$ cat src/rtl/reset_release_sequencer.sv
`default_nettype none
// ============================================================================
// Module      : reset_release_sequencer
// Description : Staged reset-release controller. Holds NUM_STAGES downstream
//               reset domains in reset, then releases them one at a time in
//               order 0..NUM_STAGES-1. Each release waits for the domain's
//               acknowledge, followed by a programmable gap before the next
//               domain is released.
//
// Ports       : ck        - clock, all logic on the rising edge
//               rn        - synchronous active-low reset
//               req_rst   - level software reset request (re-asserts all)
//               ack       - per-domain "out of reset" level, sync to ck
//               rst_n_out - per-domain active-low reset (thermometer 0..01..1)
//               busy      - any rst_n_out bit still low
//               done      - all stages released and acknowledged
//               cur_stage - stage being released/waited, NUM_STAGES when done
//               err       - sticky ack-timeout flag (0 without timeout)
//
// Options     : RSTSEQ_ACK_TIMEOUT_EN - when defined, a stage whose ack has
//               not arrived within TIMEOUT_CYC cycles sets err and is treated
//               as acknowledged. When undefined err is constant 0.
//
// Revision    : 1.0 - initial release
// ============================================================================
module reset_release_sequencer #(
    parameter int NUM_STAGES  = 4,
    parameter int CNT_W       = 8,
    parameter int HOLD_CYC    = 16,
    parameter int GAP_CYC     = 4,
    parameter int TIMEOUT_CYC = 200
) (
    input  logic                          ck,
    input  logic                          rn,
    input  logic                          req_rst,
    input  logic [NUM_STAGES-1:0]         ack,
    output logic [NUM_STAGES-1:0]         rst_n_out,
    output logic                          busy,
    output logic                          done,
    output logic [$clog2(NUM_STAGES):0]   cur_stage,
    output logic                          err
);

    localparam int c_STAGE_W = $clog2(NUM_STAGES) + 1;

`ifdef RSTSEQ_ACK_TIMEOUT_EN
    localparam logic c_TO_EN = 1'b1;
`else
    localparam logic c_TO_EN = 1'b0;
`endif

    // The release itself happens on the edge that leaves HOLD or GAP, so the
    // REL step of the sequence has no dedicated state (and costs no cycle).
    localparam logic [1:0] c_ST_HOLD = 2'd0;
    localparam logic [1:0] c_ST_WAIT = 2'd1;
    localparam logic [1:0] c_ST_GAP  = 2'd2;
    localparam logic [1:0] c_ST_DONE = 2'd3;

    localparam logic [CNT_W-1:0] c_HOLD_LAST = CNT_W'(HOLD_CYC - 1);
    // GAP always spends at least one edge, so a zero gap releases the next
    // stage on the edge after the ack was sampled.
    localparam logic [CNT_W-1:0] c_GAP_LAST  = CNT_W'((GAP_CYC > 0) ? GAP_CYC - 1 : 0);
    localparam logic [CNT_W-1:0] c_TO_LAST   = CNT_W'(TIMEOUT_CYC - 1);

    logic [1:0]            r_state;
    logic [CNT_W-1:0]      r_cnt;
    logic [NUM_STAGES-1:0] r_rst_n;
    logic                  r_busy;
    logic                  r_done;
    logic                  r_err;
    logic [c_STAGE_W-1:0]  r_stage;

    logic [CNT_W-1:0]      w_cnt_inc;
    logic [NUM_STAGES-1:0] w_rel_next;
    logic                  w_ack_cur;
    logic                  w_last_stage;
    logic                  w_timeout;

    // Saturating increment: the counter never wraps back to zero.
    assign w_cnt_inc    = (&r_cnt) ? r_cnt : r_cnt + CNT_W'(1);
    // Shifting a 1 into the thermometer releases exactly the next stage.
    assign w_rel_next   = NUM_STAGES'({r_rst_n, 1'b1});
    // Only the ack of the stage currently waited on is observed.
    assign w_ack_cur    = |(ack & (NUM_STAGES'(1) << r_stage));
    assign w_last_stage = (r_stage == c_STAGE_W'(NUM_STAGES - 1));
    assign w_timeout    = c_TO_EN & (r_cnt == c_TO_LAST);

    always_ff @(posedge ck) begin
        if (!rn || req_rst) begin
            r_state <= c_ST_HOLD;
            r_cnt   <= '0;
            r_rst_n <= '0;
            r_busy  <= 1'b1;
            r_done  <= 1'b0;
            r_stage <= '0;
        end else begin
            case (r_state)
                c_ST_HOLD: begin
                    if (r_cnt == c_HOLD_LAST) begin
                        r_rst_n <= w_rel_next;
                        r_busy  <= ~&w_rel_next;
                        r_cnt   <= '0;
                        r_state <= c_ST_WAIT;
                    end else begin
                        r_cnt   <= w_cnt_inc;
                    end
                end
                c_ST_WAIT: begin
                    if (w_ack_cur || w_timeout) begin
                        r_cnt <= '0;
                        if (w_last_stage) begin
                            r_done  <= 1'b1;
                            r_stage <= c_STAGE_W'(NUM_STAGES);
                            r_state <= c_ST_DONE;
                        end else begin
                            r_state <= c_ST_GAP;
                        end
                    end else if (c_TO_EN) begin
                        r_cnt <= w_cnt_inc;
                    end
                end
                c_ST_GAP: begin
                    if (r_cnt == c_GAP_LAST) begin
                        r_rst_n <= w_rel_next;
                        r_busy  <= ~&w_rel_next;
                        r_stage <= r_stage + c_STAGE_W'(1);
                        r_cnt   <= '0;
                        r_state <= c_ST_WAIT;
                    end else begin
                        r_cnt   <= w_cnt_inc;
                    end
                end
                c_ST_DONE: begin
                    r_state <= c_ST_DONE;
                end
                default: begin
                    r_state <= c_ST_HOLD;
                end
            endcase
        end
    end

    // The timeout flag survives req_rst; only rn clears it.
    always_ff @(posedge ck) begin
        if (!rn) begin
            r_err <= 1'b0;
        end else if (!req_rst && (r_state == c_ST_WAIT) && !w_ack_cur && w_timeout) begin
            r_err <= 1'b1;
        end
    end

    assign rst_n_out = r_rst_n;
    assign busy      = r_busy;
    assign done      = r_done;
    assign cur_stage = r_stage;
    assign err       = c_TO_EN & r_err;

endmodule
`default_nettype wire

$ cat config.mk
export PLATFORM = sky130hd
export DESIGN_NAME = reset_release_sequencer
export DESIGN_NICKNAME = d
export VERILOG_FILES = /design/src/rtl/reset_release_sequencer.sv
export SDC_FILE = /design/constraint.sdc
export NUM_CORES = 1
export LEC_CHECK = 0
export CORE_MARGIN = 10
export CORE_UTILIZATION = 52
export CTS_CLUSTER_SIZE = 14
export DETAILED_ROUTE_END_ITERATION = 6
export PLACE_DENSITY = 0.75
export SYNTH_ARGS = -nofsm -noshare
export SYNTH_HDL_FRONTEND = slang
export SYNTH_SLANG_ARGS = --single-unit
$ cat constraint.sdc
create_clock -name ck -period 2.5 [get_ports ck]
set_input_delay 0.5 -clock ck [delete_from_list [all_inputs] [get_ports ck]]
set_output_delay 0.5 -clock ck [all_outputs]
set_load 0.02 [all_outputs]
## Yosys cells after proc, flatten, opt, wreduce, memory -nomap -nowiden

Index checks and enable logic that the tools add are counted.

- Bitwise gates (word level): 1
- $add $sub $neg: 2
- Shift operators: 1
- Reduce and logical (&&, ||, !) cells: 15
- Equal/unequal tests: 10
- Mux-type cells: 20

Operators with widths:

| cell | number |
|---|---|
| two-way mux 8 bit | 4 |
| one-hot mux 8 bit (3 select lines) | 1 |
| AND reduction 3 bit | 4 |
| two-way mux 3 bit | 3 |
| adder 8 x 1 -> 8 bit (second input constant) | 1 |
| equality test 8 x 2 -> 1 bit (second input constant) | 1 |
| equality test 8 x 4 -> 1 bit (second input constant) | 1 |
| two-way mux 4 bit | 2 |
| != test 2 bit (second input constant) | 4 |
| one-hot mux 2 bit (4 select lines) | 1 |
| one-hot mux 4 bit (2 select lines) | 1 |
| AND reduction 8 bit | 1 |
| two-way mux 2 bit | 3 |
| one-hot mux 3 bit (2 select lines) | 1 |
| AND 4 bit | 1 |
| equality test 2 bit (second input constant) | 2 |
| AND reduction 4 bit | 1 |
| nonzero test 2 bit | 2 |
| OR reduction 4 bit | 1 |
| << shifter 1 x 3 -> 4 bit (first input constant) | 1 |
| adder 3 x 1 -> 3 bit (second input constant) | 1 |
| equality test 3 x 2 -> 1 bit (second input constant) | 1 |
| two-way mux 1 bit | 3 |
| nonzero test 3 bit | 1 |
| other kinds (6) | 7 |

- Output and inout port bits: 10
- Register bits after elaboration: 19
- Bits of input ports: 7
- Word-level logic and storage cells: 55

## Depth between registers and ports, before layout

- Word-level depth: 5
- Gate-level depth with buffers: 8
- Gate-level depth less buffers: 6

## Least setup slack after synthesis

Ideal clock, no wire load.

- Path kind: register to register
- Start: reg r_stage[0] (netlist: cur_stage[0])
- End: reg r_cnt[1]
- Period minus slack after synthesis: 2001 ps
- Buffers on the path: 1
- Setup time: 86 ps
- Setup slack: 499 ps
- Required time: 2414 ps
- Arrival time: 1915 ps
- Stages on the path, launching flop included: 8
- Cell sequence: dfxtp_1 -> inv_1 -> ha_1 -> a22oi_1 -> o2111a_2 -> buf_1 -> o21ai_0 -> a211oi_1

- Word-level cells in the longest chain between the ends: 5

Ends and longest elaborated chain:

| element | line | RTL |
|---|---|---|
| start: declaration | 71 | `logic [c_STAGE_W-1:0] r_stage;` |
| start signal: assignment | 113 | `r_stage <= c_STAGE_W'(NUM_STAGES);` |
| start signal: assignment | 126 | `r_stage <= r_stage + c_STAGE_W'(1);` |
| << shifter 1 x 3 -> 4 bit | 84 | `assign w_ack_cur = \|(ack & (NUM_STAGES'(1) << r_stage));` |
| AND 4 bit | 84 |  |
| OR reduction 4 bit | 84 |  |
| != test 2 bit (no source line) | n/a |  |
| AND reduction 2 bit (no source line) | n/a |  |
| end signal: assignment | 105 | `r_cnt <= w_cnt_inc;` |
| end signal: assignment | 119 | `r_cnt <= w_cnt_inc;` |
| end signal: assignment | 130 | `r_cnt <= w_cnt_inc;` |
| end: declaration | 66 | `logic [CNT_W-1:0] r_cnt;` |

Every way passes these cells.
A chain may end at the register's enable or synchronous reset.

## Worst setup path in the final report

- Start: reg r_state[0]
- End: reg r_cnt[5]

- Word-level cells in the longest chain between the ends: 3
- Elaborated cells between the ends (all ways): 7
- Classes of those cells: 3 x eq/ne; 1 x mux; 3 x reduce/logical

Ends and longest elaborated chain:

| element | line | RTL |
|---|---|---|
| start: declaration | 65 | `logic [1:0] r_state;` |
| start signal: assignment | 90 | `r_state <= c_ST_HOLD;` |
| start signal: assignment | 103 | `r_state <= c_ST_WAIT;` |
| start signal: assignment | 114 | `r_state <= c_ST_DONE;` |
| equality test 2 x 1 -> 1 bit, or another cell as far along | 97 | `case (r_state)` |
| != test 2 bit (no source line) / nonzero test 3 bit (equally long branches) | n/a |  |
| AND reduction 2 bit (no source line) | n/a |  |

Several ways; a longest one is shown, not always the timed one.

==> impl_metrics.json <==
{
  "outcome": "complete, no violations",
  "synth_mux_area_share_pct": 5.70,
  "synth_compound_area_share_pct": 21.8,
  "core_area_sq_mm": 0.00225,
  "hold_viol": 0,
  "synth_cells": 145,
  "die-width_um": 69.1,
  "ant_nets": 0,
  "fin_crit_ps": 2130,
  "finalSetupViolations": 0,
  "cap_viol_max_count": 0,
  "clkSinkCount": 19,
  "grt_setup_unrepaired": "no",
  "dp_hpwl_um": 2050,
  "h-tree-depth": 1,
  "io_pins": 17,
  "synthArstFlopShare_pct": 0,
  "cts_root_buf": "clkbuf_4",
  "min-delay-start": "done",
  "syn-num-nets": 162,
  "synth-seq-area-share_pct": 30.4,
  "start_util_pct": 55.5,
  "fillCellCount": 210,
  "clk_pin_slew_ps": 120,
  "grt_pass1_wl_um": 4860,
  "synth_seq_cells": 19,
  "num_antenna_cells": 0,
  "synth_top_area_cell": "dfxtp_1",
  "yosysTopAreaCellShare_pct": 30.4,
  "gp_congestion": 0.877,
  "layout-drive-gt1-share_pct": 8.44,
  "cts_tree": "yes",
  "wire_per_inst_um": 15.2,
  "cts_resized": 0,
  "syn_area_per_cell_sq_um": 8.63,
  "die_area_sq_mm": 0.00477,
  "synth_fa_ha_area_share_pct": 10.0,
  "firstDrtPassIters": 4,
  "yosys_warnings": 0,
  "fmax_mhz": 470,
  "final_max_slew_viol_count": 0,
  "portBuffers": 15,
  "nNetsFinal": 172,
  "crit_path_end_kind": "flip-flop",
  "grt_max_degree": 19,
  "dr_total_vias": 1111,
  "holdPathStages": 2,
  "hold_class": "reg -> reg",
  "p_leak_nw": 0.488,
  "mostFrequentLayoutCell": "dfxtp_1",
  "synth_xor_area_share_pct": 0,
  "crit_type": "reg -> reg",
  "grt_pass1_vias": 1041,
  "worstRegToRegCells": 6,
  "crit_arrival_ps": 2330,
  "via_per_inst": 6.10,
  "grt-ovfl-total": 0,
  "synth_cell_type_count": 48,
  "postCtsHoldBufs": 0,
  "worstMarginPinSlew_ps": 666,
  "yosys.area_share.simple_pct": 26.0,
  "skew_ps": 12.0,
  "synth_edf_count": 0,
  "grt_usage_pct": 11.3,
  "timing.final.crit_share_pct": 85.1,
  "clockBufferDepth": 2,
  "postLayoutSetupSlackWorst_ps": 373,
  "post-route-util_pct": 63.0,
  "path_max_fanout": 13,
  "synth_ff_type": "dfxtp_1",
  "synth_area_sq_mm": 0.00125,
  "die_h_um": 69.1,
  "drc": 0,
  "clk_latency_ps": 300,
  "tns_ps": 0,
  "area_delta_synth_final_pct": 13.5,
  "synth_top_family_by_area": "simple AND/OR/NAND/NOR gates",
  "post_cts_buffers": 0,
  "drtIter0Drc": 70,
  "p_per_area_mw_per_mm2": 344,
  "cp-start-kind": "flip-flop",
  "num_rows": 17,
  "vdd_drop_max_mv": 0.233,
  "r2r-start": "r_state[0]",
  "slew_headroom_pct": 55.6,
  "synth_area_leaders": "dfxtp_1, ha_1, mux2i_1",
  "pre_cts_slack_ps": 169,
  "total_power_w": 0.000488,
  "final_cell_mix": "dfxtp_1, clkdlybuf4s50_1, nand2_1, ha_1",
  "cts_made_buffers": 3,
  "crit_path_start": "r_state[0]",
  "crit_required_ps": 2710,
  "antenna_found_initial": 0,
  "routed_wl_um": 2760
}
==> registers in the layout, summed over array words and instances, names as in the netlist <==
register   cells
done           1
rst_n_out      4
r_cnt          8
cur_stage      3
r_state        2
busy           1
==> stage by stage <==
stage	cells	instance area (sq um)	hold WS (ps)
2_1_floorplan	145	1250	489
3_3_place_gp	178	1390	435
3_5_place_dp	178	1390	441
4_1_cts	182	1420	458
5_1_grt	182	1420	484
6_report	182	1420	456
==> per-layer routing <==
layer | GRT usage (%) | vias up | part of all wire (%)
li1 | - | 560 | -
met4 | 2.66 | 0 | 0.36
met2 | 18.1 | 15 | 48
met1 | 14.3 | 534 | 47
met3 | 3.14 | 2 | 4.6
met5 | 0 | - | 0
==> path summary, 6_finish.rpt <==
kind / endpoint / slack, ps
setup reg to reg: r_cnt[5] / 370
hold reg to reg: done / 460
setup / recovery: r_cnt[5] / 370
hold / removal: done / 460
==> cell families after synthesis <==
group,Yosys count
simple gates,53
compound gates,37
flops,19
buf+inv,18
fa+ha+maj,10
mux,7
other cells,1
==> where the power goes <==
part           switching, W  internal [W]  leakage (nW)
logic             0.0000118     0.0000133         0.320
clock network     0.0000953     0.0000620        0.0150
registers        0.00000178      0.000304         0.153
total              0.000109      0.000379         0.488
==> cells in the mapped netlist (all sizes together) (5+ instances only) <==
master and instances:
a211oi 8, a21oi 6, clkbuf 7, dfxtp 19, ha 10, inv 8, mux2i 6, nand2 10
nand3 8, nor2 7, o31ai 5, or3 5, or4 5
==> critical path, stage by stage (launching register included) <==
cell and delay, ps:
dfxtp_1 350, inv_1 100, ha_1 410, or3_1 220
o21ai_1 210, or4_1 520, a211oi_1 220
==> layout make-up <==
cell class | count | area [sq um] | share of cell area, %
Sequential cell | 19 | 380 | 26.8
Inverter | 8 | 30.0 | 2.11
Multi-Input combinational cell | 108 | 798 | 56.2
Tap cell | 28 | 35.0 | 2.47
Timing Repair Buffer | 15 | 150 | 10.6
Clock buffer | 4 | 26.3 | 1.85
Note: power is estimated with default switching activity, not from simulation.
